`config.mk`:
```
export PLATFORM = sky130hd
export DESIGN_NAME = jk_counter_ctrl
export DESIGN_NICKNAME = d
export VERILOG_FILES = /design/src/rtl/jkc_pkg.sv /design/src/rtl/jk_stage.sv /design/src/rtl/jk_counter_ctrl.sv
export SDC_FILE = /design/constraint.sdc
export NUM_CORES = 1
export LEC_CHECK = 0
export CORE_MARGIN = 2
export CORE_UTILIZATION = 55
export CTS_BUF_LIST = sky130_fd_sc_hd__clkbuf_4 sky130_fd_sc_hd__clkbuf_8
export DETAILED_ROUTE_END_ITERATION = 8
export HOLD_SLACK_MARGIN = 0.05
export PLACE_DENSITY = 0.84
export RECOVER_POWER = 100
export SLEW_MARGIN = 20
export SYNTH_ARGS = -nofsm -noshare
export SYNTH_HDL_FRONTEND = slang
export SYNTH_SLANG_ARGS = --single-unit
```
`constraint.sdc`:
```
create_clock -name clk -period 3.2 [get_ports clk]
set_input_delay 0.64 -clock clk [delete_from_list [all_inputs] [get_ports clk]]
set_output_delay 0.64 -clock clk [all_outputs]
set_load 0.05 [all_outputs]
```
`src/rtl/jkc_pkg.sv`:
```
// Shared command and state encodings for the JK counter sequencer.
package jkc_pkg;

    typedef enum logic [1:0] {
        JKC_OP_CLEAR = 2'b00,
        JKC_OP_LOAD  = 2'b01,
        JKC_OP_RUN   = 2'b10,
        JKC_OP_PAUSE = 2'b11
    } jkc_op_e;

    typedef enum logic [1:0] {
        JKC_IDLE = 2'd0,
        JKC_RUN  = 2'd1,
        JKC_DONE = 2'd2
    } jkc_state_e;

endpackage

```
`src/rtl/jk_stage.sv`:
```
// Single rising-edge JK flip-flop with asynchronous active-low clear.
module jk_stage (
    input  logic clk,
    input  logic rst_n,
    input  logic j,
    input  logic k,
    output logic q
);

    always_ff @(posedge clk or negedge rst_n) begin
        if (!rst_n) begin
            q <= 1'b0;
        end else begin
            case ({j, k})
                2'b01:   q <= 1'b0;
                2'b10:   q <= 1'b1;
                2'b11:   q <= ~q;
                default: q <= q;
            endcase
        end
    end

endmodule

```
`src/rtl/jk_counter_ctrl.sv`:
```
// Command sequencer driving a bank of JK stages as a modulo-MOD counter.
// Down counting is built only when JKC_DOWN_COUNT_EN is defined.
module jk_counter_ctrl
    import jkc_pkg::*;
#(
    parameter int WIDTH = 4,
    parameter int MOD   = 10
) (
    input  logic             clk,
    input  logic             rst_n,
    input  logic             cmd_valid,
    output logic             cmd_ready,
    input  logic [1:0]       cmd_op,
    input  logic [WIDTH-1:0] cmd_data,
    input  logic             up_dn,
    output logic [WIDTH-1:0] q,
    output logic             busy,
    output logic             tc,
    output logic             done,
    output logic             err
);

    localparam logic [WIDTH-1:0] MAX_VAL = WIDTH'(MOD - 1);

    jkc_state_e       state;
    jkc_op_e          op;
    logic [WIDTH-1:0] steps_left;
    logic [WIDTH-1:0] j_drive;
    logic [WIDTH-1:0] k_drive;
    logic [WIDTH-1:0] load_val;
    logic [WIDTH-1:0] tog_up;
    logic             all_ones;
    logic             accept;
    logic             step_en;
    logic             wrap;

    assign op        = jkc_op_e'(cmd_op);
    assign cmd_ready = (state != JKC_DONE);
    assign busy      = (state == JKC_RUN);
    assign accept    = cmd_valid && cmd_ready;
    assign load_val  = (cmd_data > MAX_VAL) ? MAX_VAL : cmd_data;
    assign step_en   = (state == JKC_RUN) &&
                       !(accept && (op == JKC_OP_CLEAR || op == JKC_OP_PAUSE));

`ifdef JKC_DOWN_COUNT_EN
    logic [WIDTH-1:0] tog_dn;
    logic             all_zeros;

    assign wrap = up_dn ? (q == MAX_VAL) : (q == '0);

    always_comb begin
        tog_dn    = '0;
        all_zeros = 1'b1;
        for (int i = 0; i < WIDTH; i++) begin
            tog_dn[i] = all_zeros;
            all_zeros = all_zeros & ~q[i];
        end
    end
`else
    logic unused_up_dn;

    assign unused_up_dn = up_dn;
    assign wrap         = (q == MAX_VAL);
`endif

    always_comb begin
        tog_up   = '0;
        all_ones = 1'b1;
        for (int i = 0; i < WIDTH; i++) begin
            tog_up[i] = all_ones;
            all_ones  = all_ones & q[i];
        end
    end

    // J=K=0 holds every stage; clear/load/step only ever steer the J/K inputs.
    always_comb begin
        j_drive = '0;
        k_drive = '0;
        if (accept && op == JKC_OP_CLEAR) begin
            k_drive = '1;
        end else if (state == JKC_IDLE && accept && op == JKC_OP_LOAD) begin
            j_drive = load_val;
            k_drive = ~load_val;
        end else if (step_en) begin
`ifdef JKC_DOWN_COUNT_EN
            if (!up_dn) begin
                if (q == '0) begin
                    j_drive = MAX_VAL;
                    k_drive = ~MAX_VAL;
                end else begin
                    j_drive = tog_dn;
                    k_drive = tog_dn;
                end
            end else
`endif
            if (q == MAX_VAL) begin
                k_drive = '1;
            end else begin
                j_drive = tog_up;
                k_drive = tog_up;
            end
        end
    end

    always_ff @(posedge clk or negedge rst_n) begin
        if (!rst_n) begin
            state      <= JKC_IDLE;
            steps_left <= '0;
            tc         <= 1'b0;
            done       <= 1'b0;
            err        <= 1'b0;
        end else begin
            tc   <= step_en && wrap;
            done <= 1'b0;
            err  <= 1'b0;
            case (state)
                JKC_IDLE: begin
                    if (accept && op == JKC_OP_RUN) begin
                        steps_left <= cmd_data;
                        state      <= JKC_RUN;
                    end
                end
                JKC_RUN: begin
                    if (accept && (op == JKC_OP_CLEAR || op == JKC_OP_PAUSE)) begin
                        state <= JKC_IDLE;
                    end else begin
                        if (accept) begin
                            err <= 1'b1;
                        end
                        // A zero step count means free-running until stopped.
                        if (steps_left != '0) begin
                            steps_left <= steps_left - WIDTH'(1);
                            if (steps_left == WIDTH'(1)) begin
                                state <= JKC_DONE;
                                done  <= 1'b1;
                            end
                        end
                    end
                end
                JKC_DONE: state <= JKC_IDLE;
                default:  state <= JKC_IDLE;
            endcase
        end
    end

    for (genvar i = 0; i < WIDTH; i++) begin : g_stage
        jk_stage u_stage (
            .clk   (clk),
            .rst_n (rst_n),
            .j     (j_drive[i]),
            .k     (k_drive[i]),
            .q     (q[i])
        );
    end

endmodule
```
# Yosys cells after proc, flatten, opt, wreduce, memory -nomap -nowiden
# Cells that the tools add are included.
# op_classes
add_sub_neg	1
n_lt_le_gt_ge	1
n_eq_ne	24
mux	29
bitwise_logic	7
n_reduce_logical	20
# ops
op	count
$mux 4	12
$eq 2x2->1 const B	10
$eq 2x1->1 const B	6
$pmux 1 s3	4
$reduce_bool 3->1	4
$logic_and 1x1->1	8
$mux 2	4
$pmux 4 s2	1
$mux 1	7
$ne 3x1->1 const B	2
$eq 4x1->1 const B	1
$eq 4x4->1 const B	1
$gt 4x4->1 const B	1
$logic_not 2->1	2
$ne 2x1->1 const B	2
$ne 2x2->1 const B	2
$not 1->1	4
$not 4->4	1
$pmux 2 s2	1
$reduce_and 4->1	1
$reduce_bool 4->1	1
$sub 4x1->4 const B	1
$reduce_and 3->1	1
$and 1x1->1	2
other kinds (3)	3
# totals
regBits	13
inputBits	10
output_inout_bits	9
elab_cells	91

# Longest topological paths before layout
# Gate-level depths: netlist (run 1).
# logic_depth
ltp_word	10
ltp_mapped	7
mapped_depth_nobuf	6

# Cells and area by module
# From an unflattened synthesis (run 1), not the netlist that was laid out.
# hier_totals
hier_cells	99
area_unflattened_um2	897.1
# modules_own_cells
module	instances	cells_per_inst	area_per_inst_um2	seq_area_each_um2
jk_counter_ctrl	1	87	762.0	225.2
jk_stage	4	3	33.8	25.0

# Worst setup path after synthesis (run 1)
# Ideal clock, no wire load.
# synth_timing
path_type	input to register
from	input port cmd_op[0]
to	register g_stage[3].u_stage.q
setup_ps	96
t_arrival_ps	1894
t_required_ps	3104
slack_ps	1211
stages	6
path_buffers	0
cell_sequence	inv_1 ha_1 nor2b_1 nand2b_4 or4b_4 a311oi_2
# synth_via
elab_chain_cells	10
word_cells_on_any_way	20
classes_between	eq/ne: 5; mux: 7; reduce/logical: 8
# synth_rtl
element	line	rtl
start: declaration	jk_counter_ctrl.sv:13	input logic [1:0] cmd_op,
$eq 2x2->1 / $logic_not 2->1 (equally long branches)	jk_counter_ctrl.sv:43, jk_counter_ctrl.sv:79	
$logic_or 1x1->1	jk_counter_ctrl.sv:43	!(accept && (op == JKC_OP_CLEAR || op == JKC_OP_PAUSE));
$logic_and 1x1->1	jk_counter_ctrl.sv:43	
$logic_not 1->1	jk_counter_ctrl.sv:43	
$logic_and 1x1->1	jk_counter_ctrl.sv:42	assign step_en = (state == JKC_RUN) &&
$mux 4	jk_counter_ctrl.sv:84	end else if (step_en) begin
$mux 4	jk_counter_ctrl.sv:81	end else if (state == JKC_IDLE && accept && op == JKC_OP_LOAD) begin
$mux 4	jk_counter_ctrl.sv:79	if (accept && op == JKC_OP_CLEAR) begin
$eq 2x2->1 / $eq 2x1->1 (equally long branches)	jk_stage.sv:14	case ({j, k})
$pmux 1 s3 / $reduce_bool 3->1 (equally long branches)	--	
end signal: assignment	jk_stage.sv:17	2'b11: q <= ~q;
end signal: assignment	jk_stage.sv:18	default: q <= q;
end: declaration	jk_stage.sv:7	output logic q
# Several ways; a longest one is shown, not always the timed one.
# A chain may end at the register's enable or synchronous reset.

# Worst setup path in the final report (run 1)
# layout_timing
from	register state[1]
to	output port busy
# layout_via
elab_chain_cells	1
# layout_rtl
element	line	rtl
start: declaration	jk_counter_ctrl.sv:25	jkc_state_e state;
start signal: assignment	jk_counter_ctrl.sv:107	state <= JKC_IDLE;
start signal: assignment	jk_counter_ctrl.sv:120	state <= JKC_RUN;
start signal: assignment	jk_counter_ctrl.sv:125	state <= JKC_IDLE;
$eq 2x1->1	jk_counter_ctrl.sv:39	assign busy = (state == JKC_RUN);
end: declaration	jk_counter_ctrl.sv:17	output logic busy,
# No other way between the ends.

==> results of run 1 <==
-- worst paths after layout --
kind	slack, ns	end	start	cells past startpoint
min reg2reg	0.52	tc$_DFF_PN0_	g_stage[1].u_stage.q$_DFFE_PN0P_	1
max in group asynchronous	2.01	g_stage[2].u_stage.q$_DFFE_PN0P_	rst_n	1
min in group asynchronous	0.80	steps_left[1]$_DFFE_PN0P_	rst_n	1
max	0.49	busy	state[1]$_DFFE_PN0P_	3
min	0.52	tc$_DFF_PN0_	g_stage[1].u_stage.q$_DFFE_PN0P_	1
max reg2reg	1.30	g_stage[3].u_stage.q$_DFFE_PN0P_	state[1]$_DFFE_PN0P_	5
-- report_power, final --
part | switching, uW | leakage, uW | internal [uW]
combinational | 252 | 0.000288 | 156
clock | 52.8 | 0.0000184 | 56.6
sequential | 68.2 | 0.000164 | 220
total | 373 | 0.000471 | 432
-- synth_stat cells --
master	count
nor3b_1	1
inv_1	7
nor2_1	8
nand2b_4	1
or3_1	1
a211oi_1	2
nor4b_1	1
or2b_1	1
clkinv_8	1
a311oi_1	2
mux2i_1	1
dfrtp_1	13
and2_1	2
o21ai_0	4
ha_1	5
a21oi_1	3
clkbuf_1	1
nand4bb_1	1
o311a_1	1
nand2b_1	3
nor3_1	4
o21ai_1	1
buf_6	1
buf_4	4
nand3_1	2
a311oi_2	1
nor2b_1	2
o31ai_1	1
or4b_4	1
o22ai_1	1
and4bb_2	2
o41ai_1	1
a2bb2oi_1	1
and3_1	5
a31oi_1	1
nand3b_1	2
nand2_1	3
-- worst reg2reg max path: stages (launching register included) --
cell and delay [ns]:
dfrtp_1 0.41, nand2b_1 0.38, clkinv_8 0.14, nand2b_1 0.11
or4b_4 0.52, a311oi_1 0.25
-- stage by stage --
step	worst slack, ns	utilization, %	area (sq um)
after detailed placement	0.5770	67.77	1021
final	0.4884	68.85	1037
after global routing	0.4339	68.85	1037
after CTS	0.5418	69.77	1051
after floorplan	1.211	-	875.8
after global placement	0.6470	67.77	1021
-- final cells by class --
type | instances | area (sq um)
Fill cell | 124 | 469.2
Multi-Input combinational cell | 65 | 449.2
Clock buffer | 4 | 30.03
Inverter | 8 | 42.54
Sequential cell | 13 | 325.3
Timing Repair Buffer | 17 | 170.2
Tap cell | 16 | 20.02
-- registers in the layout, indices dropped and copies added (netlist names) --
name,cells
tc,1
done,1
state,2
steps_left,4
g_stage.u_stage.q,4
err,1
-- cells by family after synthesis --
family          Yosys count  share of synthesized area, %
compound gates           19                         15.43
fa+ha+maj                 5                         7.143
buf+inv                  14                         10.00
flops                    13                         37.14
mux                       1                         1.143
simple gates             40                         29.14
-- layer usage --
layer | vias up | GRT usage [%] | wire [um]
li1 | 358 | - | -
met1 | 330 | 27.44 | 773
met2 | 27 | 32.35 | 761
met3 | 2 | 2.917 | 89
met4 | 0 | 9.697 | 17
met5 | - | 0 | 0
==> flow_metrics.py, run 1 <==
metrics = {
    "floorplan": {
        "start_util_pct": 58.14,
        "rows": 14,
        "die_width_um": 43.91,
        "die_h_um": 43.91,
        "core-area_sq_um": 1506,
        "ios": 19,
        "dieArea_sq_um": 1928,
    },
    "layout": {
        "syn_to_final_growth_pct": 18.43,
        "final_cells": 123,
        "final_common_cell": "dfrtp_1",
        "nets": 123,
        "drive_gt1_share_pct": 7.477,
        "antennaDiodeCount": 0,
        "layout_common_cells": "dfrtp_1, dlygate4sd3_1, nor2_1, inv_1, clkdlybuf4s50_1",
    },
    "route": {
        "vias": 717,
        "drc_errors": 0,
        "routed_wirelength_um": 1641,
        "viasPerCell": 5.829,
        "ant_nets": 0,
        "detail_route.wl_per_cell_um": 13.34,
        "drt-initial-drc-count": 16,
        "first_pass_iters": 4,
    },
    "sta": {
        "rsz0062_at_grt": "false",
        "setup_viol": 0,
        "worst_pin_slew_ns": 0.5857,
        "relSlewSlack_pct": 60.82,
        "drv_slew": 0,
        "final-hold-violation-count": 0,
        "final.setup.tns_ns": 0,
        "period_needed_ns": 2.712,
        "whs_ns": 0.5201,
        "fin_crit_sh_pct": 84.74,
        "skew_ns": 0.005200,
        "max_freq_mhz": 368.8,
    },
    "logic_synthesis": {
        "synth-seq-cells": 13,
        "yosys.area.top_type": "dfrtp_1",
        "synth_cell_types": 37,
        "synthTopCellsByArea": "dfrtp_1, ha_1, and3_1",
        "seq_area_frac_synth_pct": 37.14,
        "syn_area_sq_um": 875.8,
        "synth.top_cell.area_share_pct": 37.14,
        "synth_fp_nets": 107,
        "synthCells": 92,
        "synth.yosys.warnings": 0,
        "syn_area_per_cell_sq_um": 9.520,
    },
    "placement": {
        "port_buffers": 17,
        "dp_hpwl_um": 1288,
        "placedCellCount": 119,
        "routabilityCongestion": 0.8161,
    },
    "clock_tree": {
        "cts_buffers": 3,
        "cts_buffer_depth": 2,
        "cts_sinks": 13,
        "clk_pin_slew_worst_paths_ns": 0.08,
        "cts_tree": "built",
        "ctsHtreeMaxLevel": 1,
        "cts_setup_buffers": 0,
        "root_buffer": "clkbuf_4",
        "holdBufCountCts": 0,
        "cts-resized-gates": 0,
        "clock_latency_ns": 0.27,
    },
    "pwr": {
        "p_per_area_nw_per_um2": 776.7,
        "p_leak_uw": 0.0004706,
        "max-vdd-ir-drop_uv": 456.6,
        "power.total_uw": 805.6,
    },
    "critical_path": {
        "cp.arrival_ns": 2.07,
        "cp.buffers_inverters": 2,
        "crit_fanout": 10,
        "crit_family": "buffers and inverters",
        "start_kind": "register",
        "critPathSlowestCell": "dlygate4sd3_1",
        "cpPeakStageDelay_ns": 0.87,
        "crit_required_ns": 2.56,
        "crit_chain": "nand2b_1 > clkinv_8 > dlygate4sd3_1",
        "path_class": "register to output pin",
        "crit_path_end_kind": "output pin",
    },
    "global_routing": {
        "track_usage_pct": 20.45,
        "grt_pass1_wl_um": 2918,
        "grt_antenna_before_repair": 0,
        "grt_max_degree": 14,
        "grt-ovfl-total": 0,
        "grt_pass1_vias": 688,
    },
    "flow_run": {
        "cap_violations": 0,
    },
    "run_status": {
        "status": "finished, final reports clean",
    },
    "hold_path": {
        "min_path_type": "register to register",
    },
}
No activity file was read; power rests on OpenSTA's default activity.
==> inputs of run 2 (changes only) <==
--- a/config.mk
+++ b/config.mk
@@ -6,11 +6,11 @@
 export NUM_CORES = 1
 export LEC_CHECK = 0
 export CORE_MARGIN = 2
-export CORE_UTILIZATION = 55
+export CORE_UTILIZATION = 46
 export CTS_BUF_LIST = sky130_fd_sc_hd__clkbuf_4 sky130_fd_sc_hd__clkbuf_8
 export DETAILED_ROUTE_END_ITERATION = 8
 export HOLD_SLACK_MARGIN = 0.05
-export PLACE_DENSITY = 0.84
+export PLACE_DENSITY = 0.74
 export RECOVER_POWER = 100
 export SLEW_MARGIN = 20
 export SYNTH_ARGS = -nofsm -noshare
==> constraint.sdc (replaced) <==
create_clock -name clk -period 2.4 [get_ports clk]
set_input_delay 0.48 -clock clk [delete_from_list [all_inputs] [get_ports clk]]
set_output_delay 0.48 -clock clk [all_outputs]
set_load 0.05 [all_outputs]
==> run 2 against run 1 <==
  * Sequential power increased by 33%
  * Final cell count increased by 9.8%
  * Hold slack improved by 0.0086 ns
  * Global-route usage decreased by 1.3 points
  * Largest cell class unchanged
==> flow_metrics.py, run 2 (same netlist as run 1, synthesis figures left out) <==
metrics = {
    "run_status": {
        "status": "finished, final reports clean",
    },
    "clock_tree": {
        "clk_pin_slew_worst_paths_ns": 0.08,
        "root_buffer": "clkbuf_4",
        "cts_sinks": 13,
        "cts_buffer_depth": 2,
        "cts_setup_buffers": 0,
        "cts_tree": "built",
        "holdBufCountCts": 0,
        "cts_buffers": 3,
        "cts-resized-gates": 0,
        "clock_latency_ns": 0.28,
        "ctsHtreeMaxLevel": 1,
    },
    "global_routing": {
        "grt_pass1_vias": 666,
        "grt_antenna_before_repair": 0,
        "track_usage_pct": 19.13,
        "grt-ovfl-total": 0,
        "grt_pass1_wl_um": 2884,
        "grt_max_degree": 14,
    },
    "layout": {
        "layout_common_cells": "dfrtp_1, dlygate4sd3_1, nor2_1, inv_1, clkdlybuf4s50_1",
        "syn_to_final_growth_pct": 22.14,
        "nets": 126,
        "drive_gt1_share_pct": 10.91,
        "reg.largest.list": "g_stage.u_stage.q (4), steps_left (4), state (2)",
        "fill_cells": 171,
        "final_common_cell": "dfrtp_1",
        "antennaDiodeCount": 0,
    },
    "sta": {
        "rsz0062_at_grt": "false",
        "period_needed_ns": 2.227,
        "setup_viol": 0,
        "max_freq_mhz": 449.1,
        "drv_slew": 0,
        "skew_ns": 0.007919,
        "fin_crit_sh_pct": 92.78,
        "worst_pin_slew_ns": 0.6048,
        "relSlewSlack_pct": 59.55,
        "final.setup.tns_ns": 0,
        "final-hold-violation-count": 0,
    },
    "placement": {
        "dp_hpwl_um": 1326,
        "port_buffers": 17,
        "routabilityCongestion": 0.8613,
    },
    "critical_path": {
        "critPathSlowestCell": "dlygate4sd3_1",
        "path_class": "register to output pin",
        "crit_path_end_kind": "output pin",
        "cpPeakStageDelay_ns": 0.87,
        "cp.arrival_ns": 1.75,
        "crit_chain": "or2b_1 > dlygate4sd3_1",
        "start_kind": "register",
        "crit_fanout": 5,
        "crit_required_ns": 1.92,
    },
    "pwr": {
        "p_per_area_nw_per_um2": 1039,
        "max-vdd-ir-drop_uv": 753.5,
        "power.total_uw": 1112,
        "p_leak_uw": 0.0004826,
    },
    "floorplan": {
        "start_util_pct": 49.65,
        "dieArea_sq_um": 2269,
        "core-area_sq_um": 1764,
        "die_h_um": 47.64,
        "ios": 19,
        "die_width_um": 47.64,
        "rows": 15,
    },
    "route": {
        "detail_route.wl_per_cell_um": 13.80,
        "viasPerCell": 5.489,
        "routed_wirelength_um": 1863,
        "drt-initial-drc-count": 14,
        "vias": 741,
        "ant_nets": 0,
        "drc_errors": 0,
        "first_pass_iters": 4,
    },
    "flow_run": {
        "cap_violations": 0,
    },
    "hold_path": {
        "min_path_type": "register to register",
    },
}
==> run 2: cell count changes in the layout (fill, tap and decap cells not counted), sizes merged <==
| cell | delta |
|---|---|
| buf | +2 |
| clkbuf | +2 |
| dlygate4sd3 | -1 |
==> run 2: final cells by class <==
| class | instances | area (sq um) | area share [%] |
|---|---|---|---|
| Multi-Input combinational cell | 65 | 456.7 | 42.69 |
| Sequential cell | 13 | 325.3 | 30.41 |
| Timing Repair Buffer | 20 | 183.9 | 17.19 |
| Inverter | 8 | 42.54 | 3.977 |
| Tap cell | 25 | 31.28 | 2.924 |
| Clock buffer | 4 | 30.03 | 2.807 |
==> run 2: metrics by stage <==
stage                     hold WS [ns]  instance area (sq um)  util (%)  std cells  setup WS, ns
after global routing            0.5792                   1070     60.64        135       0.09131
after global placement          0.5095                   1052     59.65        131       0.05616
after floorplan                 0.1844                  875.8         -         92        0.5706
final                           0.5287                   1070     60.64        135        0.1734
after detailed placement        0.5227                   1052     59.65        131       0.02048
after CTS                       0.5341                   1082     61.35        135        0.2310
==> run 2: metal layers <==
| metal | vias up | wire [um] | track usage, % |
|---|---|---|---|
| li1 | 364 | - | - |
| met1 | 341 | 831 | 24.18 |
| met2 | 27 | 864 | 28.92 |
| met3 | 9 | 95 | 3.396 |
| met4 | 0 | 72 | 14.59 |
| met5 | - | 0 | 0 |
==> run 2: worst paths after layout <==
check,start,endpoint,slack [ns],cells after the start
max,state[1]$_DFFE_PN0P_,cmd_ready,0.17,2
min,g_stage[1].u_stage.q$_DFFE_PN0P_,tc$_DFF_PN0_,0.53,1
max reg2reg,state[1]$_DFFE_PN0P_,g_stage[3].u_stage.q$_DFFE_PN0P_,0.49,5
min reg2reg,g_stage[1].u_stage.q$_DFFE_PN0P_,tc$_DFF_PN0_,0.53,1
max in group asynchronous,rst_n,state[0]$_DFFE_PN0P_,1.36,1
min in group asynchronous,rst_n,steps_left[2]$_DFFE_PN0P_,0.64,1
==> run 2: power by group <==
group / switching (uW) / internal, uW
registers: 89.6 / 294
logic: 359 / 219
clock network: 75.0 / 75.9
==> run 2: critical path: cells and delay by family, from the launching register on <==
family | cells | cell delay (ns)
and+or+nand+nor | 1 | 0.18
buffers and inverters | 1 | 0.87
DFF | 1 | 0.41
